===== src/rtl/scan_pkg.sv =====
// Shared types and helpers for the scan select generator feeding a 3-to-8 decoder.
package scan_pkg;

    localparam int NCH   = 8;
    localparam int SEL_W = 3;

    typedef logic [SEL_W-1:0] sel_t;

    typedef enum logic {
        IDLE = 1'b0,
        SCAN = 1'b1
    } state_t;

    // True when some enabled channel lies strictly above sel; false means the next step wraps.
    function automatic logic has_above(input logic [NCH-1:0] mask, input sel_t sel);
        logic [NCH-1:0] upper;
        upper = mask & ~((NCH'(2) << sel) - NCH'(1));
        return |upper;
    endfunction

endpackage


===== src/rtl/scan_next_ch.sv =====
// Finds the next enabled channel strictly above cur, wrapping to the lowest one if none.
module scan_next_ch
    import scan_pkg::*;
(
    input  logic [NCH-1:0] ch_mask,
    input  sel_t           cur,
    output sel_t           nxt,
    output logic           wrap,
    output logic           any
);

    // NOTE: every always_comb output gets a default first so no path can infer a latch.
    always_comb begin
        logic found;
        nxt   = '0;
        wrap  = 1'b1;
        any   = |ch_mask;
        found = 1'b0;
        // Offsets 1..NCH walk the mask rotated to start just above cur; first hit wins.
        for (int k = 1; k <= NCH; k++) begin
            sel_t idx;
            idx = cur + k[SEL_W-1:0];
            if (!found && ch_mask[idx]) begin
                found = 1'b1;
                nxt   = idx;
                wrap  = (idx <= cur);
            end
        end
    end

endmodule


===== src/rtl/scan_sel_gen.sv =====
// Sequential channel select generator: masked ascending scan with programmable dwell.
module scan_sel_gen
    import scan_pkg::*;
#(
    parameter int DW_W = 8
) (
    input  logic            clk,
    input  logic            rst,
    input  logic            en,
    input  logic            oneshot,
    input  logic [NCH-1:0]  ch_mask,
    input  logic [DW_W-1:0] dwell,
    output logic            i2,
    output logic            i1,
    output logic            i0,
    output logic            sel_valid,
    output logic            frame_done,
    output logic            busy
);

    state_t          state;
    sel_t            sel_q;
    logic [DW_W-1:0] cnt;
    logic            os_lat;

    sel_t            nxt_sel;
    logic            nxt_wrap;
    logic            nxt_any;
    sel_t            first_sel;
    logic            first_wrap_unused;
    logic            first_any;
    logic [DW_W-1:0] dw_load;

    scan_next_ch u_next (
        .ch_mask (ch_mask),
        .cur     (sel_q),
        .nxt     (nxt_sel),
        .wrap    (nxt_wrap),
        .any     (nxt_any)
    );

    // Searching above channel 7 always wraps, which yields the lowest enabled channel.
    scan_next_ch u_first (
        .ch_mask (ch_mask),
        .cur     (sel_t'(NCH - 1)),
        .nxt     (first_sel),
        .wrap    (first_wrap_unused),
        .any     (first_any)
    );

    assign dw_load     = (dwell == '0) ? '0 : dwell - DW_W'(1);
    assign {i2, i1, i0} = sel_q;

    // frame_done is registered, so it is set on the edge that enters the final dwell cycle.
    // NOTE: sequential state uses non-blocking assignments only, so every register sees pre-edge values.
    always_ff @(posedge clk or posedge rst) begin
        if (rst) begin
            state      <= IDLE;
            sel_q      <= '0;
            cnt        <= '0;
            os_lat     <= 1'b0;
            sel_valid  <= 1'b0;
            frame_done <= 1'b0;
            busy       <= 1'b0;
        end else begin
            frame_done <= 1'b0;
            case (state)
                IDLE: begin
                    if (en && first_any) begin
                        state      <= SCAN;
                        sel_q      <= first_sel;
                        cnt        <= dw_load;
                        os_lat     <= oneshot;
                        sel_valid  <= 1'b1;
                        busy       <= 1'b1;
                        frame_done <= (dw_load == '0) && !has_above(ch_mask, first_sel);
                    end
                end
                SCAN: begin
                    if (!en || (cnt == '0 && (!nxt_any || (nxt_wrap && os_lat)))) begin
                        state     <= IDLE;
                        sel_q     <= '0;
                        cnt       <= '0;
                        sel_valid <= 1'b0;
                        busy      <= 1'b0;
                    end else if (cnt != '0) begin
                        cnt        <= cnt - DW_W'(1);
                        frame_done <= (cnt == DW_W'(1)) && !has_above(ch_mask, sel_q);
                    end else begin
                        sel_q      <= nxt_sel;
                        cnt        <= dw_load;
                        frame_done <= (dw_load == '0) && !has_above(ch_mask, nxt_sel);
                        if (nxt_wrap) begin
                            os_lat <= oneshot;
                        end
                    end
                end
                default: state <= IDLE;
            endcase
        end
    end

endmodule


===== config.mk =====
export PLATFORM = sky130hd
export DESIGN_NAME = scan_sel_gen
export DESIGN_NICKNAME = d
export VERILOG_FILES = /design/src/rtl/scan_pkg.sv /design/src/rtl/scan_next_ch.sv /design/src/rtl/scan_sel_gen.sv
export SDC_FILE = /design/constraint.sdc
export NUM_CORES = 1
export LEC_CHECK = 0
export BUFFER_PORTS_ARGS = -buffer_cell sky130_fd_sc_hd__buf_2
export CAP_MARGIN = 20
export CORE_ASPECT_RATIO = 1.75
export CORE_MARGIN = 10
export CORE_UTILIZATION = 40
export CTS_CLUSTER_DIAMETER = 200
export DETAILED_ROUTE_END_ITERATION = 6
export SYNTH_ARGS = -nofsm -noshare
export SYNTH_HDL_FRONTEND = slang
export SYNTH_SLANG_ARGS = --single-unit

===== constraint.sdc =====
create_clock -name clk -period 5.15 [get_ports clk]
set_input_delay 0.515 -clock clk [delete_from_list [all_inputs] [get_ports clk]]
set_output_delay 0.515 -clock clk [all_outputs]
set_load 0.005 [all_outputs]

==> impl_metrics.ini, run 1 <==
[status]
status = finished, final reports clean

[setup_path]
critPathBufInv = 1
crit_required_ns = 5.32
cp-end-kind = flop
slowest_stage = mux4_1
max_stage_delay_ns = 0.65
worstSetupStartpointType = flop
cpLargestDelayFamily = simple AND/OR/NAND/NOR gates
reg2reg_depth = 15
critPathKind = flop to flop
crit_arrival_ns = 4.95
cp_num_cells = 15
crit_fanout = 7
crit_chain = inv_1 -> ha_1 -> mux4_1 -> mux2i_4 -> nand4_1 -> or3_1 -> a221oi_2 -> nor2_1 -> or3_1 -> ha_1 -> nor2_1 -> or4b_2 -> mux2i_1 -> nor3_1 -> o31ai_2

[timing]
setup_slack_ns = 0.3656
worst_pin_slew_ns = 0.6758
max_freq_mhz = 209.0
slew_headroom = 0.5485
finalHoldViolCount = 0
setup_tns_ns = 0
finalSetupViolCount = 0
finalCriticalPeriod_ns = 4.784
clock_skew_ns = 0.002086
period_share = 0.9290
drv_slew = 0
rsz0062_at_grt = false

[global_route]
grt_pass1_wl_mm = 17.44
grt_max_degree = 20
grt_use_total = 0.1776
overflow = 0
antenna_found_initial = 0
grt_pass1_vias = 3397

[clocking]
clk_path_buf_depth = 2
cts_tree = done
clk_latency_ns = 0.26
cts_resized = 0
cts_root_buf = clkbuf_16
cts.sinks = 15
numCtsBuffers = 3
clk_pin_slew_ns = 0.05
htreeDepth = 1
cts_setup_buffers = 0
hold_buffers = 0

[drt]
viasPerCell = 6.650
first_pass_iters = 5
ant_nets = 0
drc = 0
avgRoutedWirePerCell_um = 21.47
first_iter_violations = 237
totalWireLength_mm = 10.84
vias = 3358

[logic_synthesis]
synth_seq_area_share = 0.1149
yosys_warnings = 0
syn-num-nets = 439
ys.flop_type = dfrtp_1
synth_top_cell_area_share = 0.1149
yosysTopAreaCell = dfrtp_1
synth-async-reset-ratio = 1.000
avgSynthCellArea_um2 = 8.089
netlist_area_mm2 = 0.003268
ys_types = 75
synth_edf_count = 0
synth_seq_cells = 15
syn_inst = 404
synthTopCellsByArea = dfrtp_1, mux4_2, ha_1

[layout]
final_util = 0.4359
antenna_cells = 0
syn2layout_area_growth_pct = 6.202
nets = 451
drive_gt1_frac = 0.1976
final_common_cell = nor2_1
mostFrequentLayoutCells = nor2_1, nand2_1, a21oi_1

[flow_run]
cap_viol_max_count = 0

[placed_design]
dp_hpwl_mm = 8.453
gp_congestion = 0.9571
io_buffers = 25
pre_cts_ws_ns = 0.3832

[floorplan]
rows = 43
die-area_mm2 = 0.01233
die-width_um = 88.33
start_util = 0.4104
core_mm2 = 0.007963
num_io_pins = 26
die_y_um = 139.6

[pwr]
max-vdd-ir-drop_mv = 0.2304
p_leak_nw = 1.333
power-per-cell-area_mw_per_mm2 = 717.7

[min_path]
hp-class = input pin to async pin
[power breakdown]
group	internal (mW)	switching (mW)
Clock	0.105	0.0541
Combinational	0.905	1.24
Sequential	0.153	0.0369
Total	1.16	1.33
[logic make-up after synthesis]
kind of cell,after synthesis,synth area share
AND/OR/NAND/NOR,150,0.2278
AO/OA/AOI/OAI,120,0.2646
buffers and inverters,46,0.08193
multiplexers,45,0.2186
adder cells (fa/ha/maj),15,0.05743
flip-flops,15,0.1149
XOR/XNOR,13,0.03484
[worst paths after layout]
check,start,to,slack (ns)
worst min register to register,cnt[3]$_DFFE_PP0P_,cnt[3]$_DFFE_PP0P_,0.53
worst min-delay path,rst,busy$_DFFE_PP0P_,0.34
max in group asynchronous,rst,frame_done$_DFF_PP0_,4.38
worst max-delay path,sel_q[1]$_DFFE_PP0P_,frame_done$_DFF_PP0_,0.37
min in group clk,oneshot,os_lat$_DFFE_PP0P_,0.51
worst max register to register,sel_q[1]$_DFFE_PP0P_,frame_done$_DFF_PP0_,0.37
[Yosys cell counts (all sizes together) (12+ instances only)]
cell    instances
nand2          39
nor2           40
dfrtp          15
o21ai          26
inv            15
ha             15
a21oi          28
buf            21
nand2b         12
mux4           15
mux2i          21
[per-layer routing]
layer  track usage  part of all wire  vias up
li1              -                 -     1570
met4        0.1069             0.053        0
met3       0.01929             0.047       43
met1        0.1750              0.35     1598
met2        0.3337              0.55      147
met5             0                 0        -
[layout make-up]
type	instances	area, um2
Clock buffer	4	78.83
Fill cell	829	4492
Tap cell	90	112.6
Inverter	15	56.30
Multi-Input combinational cell	343	2625
Sequential cell	15	375.4
Timing Repair Buffer	38	222.7
[stage by stage]
step	instance area [um2]	hold WS [ns]	instances	total power, mW
after floorplan	3268	0.4165	404	1.863
after global placement	3392	0.5183	501	2.302
after detailed placement	3392	0.5242	501	2.301
after CTS	3471	0.3720	505	2.470
after global routing	3471	0.4202	505	2.681
final	3471	0.3420	505	2.491
[state kept, by name, indices dropped and copies added, names as in the netlist]
signal,flops
cnt,8
sel_q,3
busy,1
frame_done,1
os_lat,1
state,1
Power figures use the tool's default switching activity.
==> run 2, diff against run 1 <==
--- a/config.mk
+++ b/config.mk
@@ -5,13 +5,12 @@
 export SDC_FILE = /design/constraint.sdc
 export NUM_CORES = 1
 export LEC_CHECK = 0
-export BUFFER_PORTS_ARGS = -buffer_cell sky130_fd_sc_hd__buf_2
 export CAP_MARGIN = 20
-export CORE_ASPECT_RATIO = 1.75
 export CORE_MARGIN = 10
 export CORE_UTILIZATION = 40
 export CTS_CLUSTER_DIAMETER = 200
 export DETAILED_ROUTE_END_ITERATION = 6
+export DONT_BUFFER_PORTS = 1
 export SYNTH_ARGS = -nofsm -noshare
 export SYNTH_HDL_FRONTEND = slang
 export SYNTH_SLANG_ARGS = --single-unit
==> impl_metrics.ini, run 2 (same netlist as run 1, synthesis figures left out) <==
[status]
status = finished, final reports clean

[setup_path]
cp-end-kind = flop
critPathKind = flop to flop
crit_arrival_ns = 5.01
crit_required_ns = 5.33
crit_chain = inv_1 -> ha_1 -> mux4_1 -> mux2i_4 -> nand4_1 -> or3_1 -> a221oi_2 -> nor2_1 -> or3_1 -> ha_1 -> nor2_1 -> or4b_2 -> mux2i_1 -> nor3_1 -> o31ai_2
worstSetupStartpointType = flop
max_stage_delay_ns = 0.64
slowest_stage = mux4_1
crit_fanout = 7

[clocking]
htreeDepth = 1
clk_latency_ns = 0.26
clk_pin_slew_ns = 0.07
cts_root_buf = clkbuf_8
cts.sinks = 15
numCtsBuffers = 3
clk_path_buf_depth = 2
cts_tree = done
cts_setup_buffers = 0

[layout]
final_common_cell = nor2_1
antenna_cells = 0
nets = 423
top_regs = cnt x8, sel_q x3
syn2layout_area_growth_pct = 1.187
largest_reg_flops = 8
drive_gt1_frac = 0.1421
mostFrequentLayoutCells = nor2_1, nand2_1, a21oi_1
fin_cells = 489
largest_register = cnt

[global_route]
antenna_found_initial = 0
grt_pass1_vias = 2943
overflow = 0
grt_max_degree = 24
grt_use_total = 0.1585
grt_pass1_wl_mm = 15.50

[pwr]
p_seq_frac = 0.081
comb_power_share = 0.875
p_int_mw = 1.092
power.net_switching_mw = 1.290
max-vdd-ir-drop_mv = 0.4210
power-per-cell-area_mw_per_mm2 = 720.1
p_leak_nw = 1.201
power_frac_clock = 0.043
power.share.switching = 0.5415

[timing]
rsz0062_at_grt = false
setup_tns_ns = 0
finalCriticalPeriod_ns = 4.837
slew_headroom = 0.5644
period_share = 0.9393
worst_pin_slew_ns = 0.6520
finalSetupViolCount = 0
max_freq_mhz = 206.7
clock_skew_ns = 0.007411
drv_slew = 0
finalHoldViolCount = 0

[placed_design]
gp_congestion = 0.8899
dp_cells = 485
dp_hpwl_mm = 7.293
io_buffers = 0

[drt]
vias = 3252
avgRoutedWirePerCell_um = 20.23
drc = 0
first_iter_violations = 257
viasPerCell = 6.650
first_pass_iters = 5
ant_nets = 0
totalWireLength_mm = 9.894

[floorplan]
die-area_mm2 = 0.01219
start_util = 0.4165
die_y_um = 110.4
core_mm2 = 0.007848
rows = 32
die-width_um = 110.4
num_io_pins = 26

[min_path]
hp-class = input pin to async pin

[flow_run]
cap_viol_max_count = 0
==> run 2: path summary, 6_finish.rpt <==
kind                                      start                   end  slack (ns)  cells after the start
setup / recovery           sel_q[1]$_DFFE_PP0P_  frame_done$_DFF_PP0_        0.31                     15
hold / removal                              rst  sel_q[0]$_DFFE_PP0P_        0.22                      1
setup reg to reg           sel_q[1]$_DFFE_PP0P_  frame_done$_DFF_PP0_        0.31                     15
hold reg to reg              cnt[3]$_DFFE_PP0P_    cnt[3]$_DFFE_PP0P_        0.55                      2
max in group asynchronous                   rst    cnt[4]$_DFFE_PP0P_        4.51                      1
min in group clk                        oneshot    os_lat$_DFFE_PP0P_        0.43                      1
==> run 2: critical path: cells and delay by family, from the launching register on <==
kind	cells	cell delay, ns
DFF	1	0.38
muxes	3	1.06
buffers and inverters	1	0.13
adders and majority gates	2	0.72
and+or+nand+nor	7	1.92
AOI/OAI and AO/OA	2	0.54
==> run 2: per-stage QoR <==
stage	utilization	hold WS [ns]	instance area [um2]	setup WS, ns	power (mW)
4_1_cts	0.4211	0.2513	3304	0.3208	2.344
3_3_place_gp	0.4153	0.5263	3259	0.3951	2.238
6_report	0.4214	0.2183	3307	0.3126	2.381
2_1_floorplan	-	0.4165	3268	0.3944	1.863
3_5_place_dp	0.4153	0.5291	3259	0.3485	2.233
5_1_grt	0.4214	0.2813	3307	0.005384	2.564
==> run 2: final cells by class <==
class	instances	area, um2
inverter	15	56.30
clock buffer	4	45.04
fill	805	4541
timing repair buffer	10	75.07
multi-input combinational	343	2628
tap	102	127.6
sequential	15	375.4
==> run 2: metal layers <==
layer,up-vias,part of all wire,GRT usage
met1,1563,0.47,0.2246
met4,0,0.011,0.02936
met5,-,0,0
li1,1516,-,-
met3,16,0.079,0.02902
met2,157,0.44,0.2462
==> run 2: timing repair <==
item | CTS | global route
hold endpoints to repair | 0 | 0
hold buffers | 0 | 0
resized for setup | 0 | 1
setup endpoints to repair | 0 | 1
==> run 2: power by group through the flow <==
stage	sequential, mW	clock (mW)	combinational (mW)
after global placement	0.194	0	2.04
after CTS	0.194	0.103	2.05
after global routing	0.200	0.109	2.26
after floorplan	0.191	0	1.67
final	0.194	0.103	2.08
after detailed placement	0.195	0	2.04
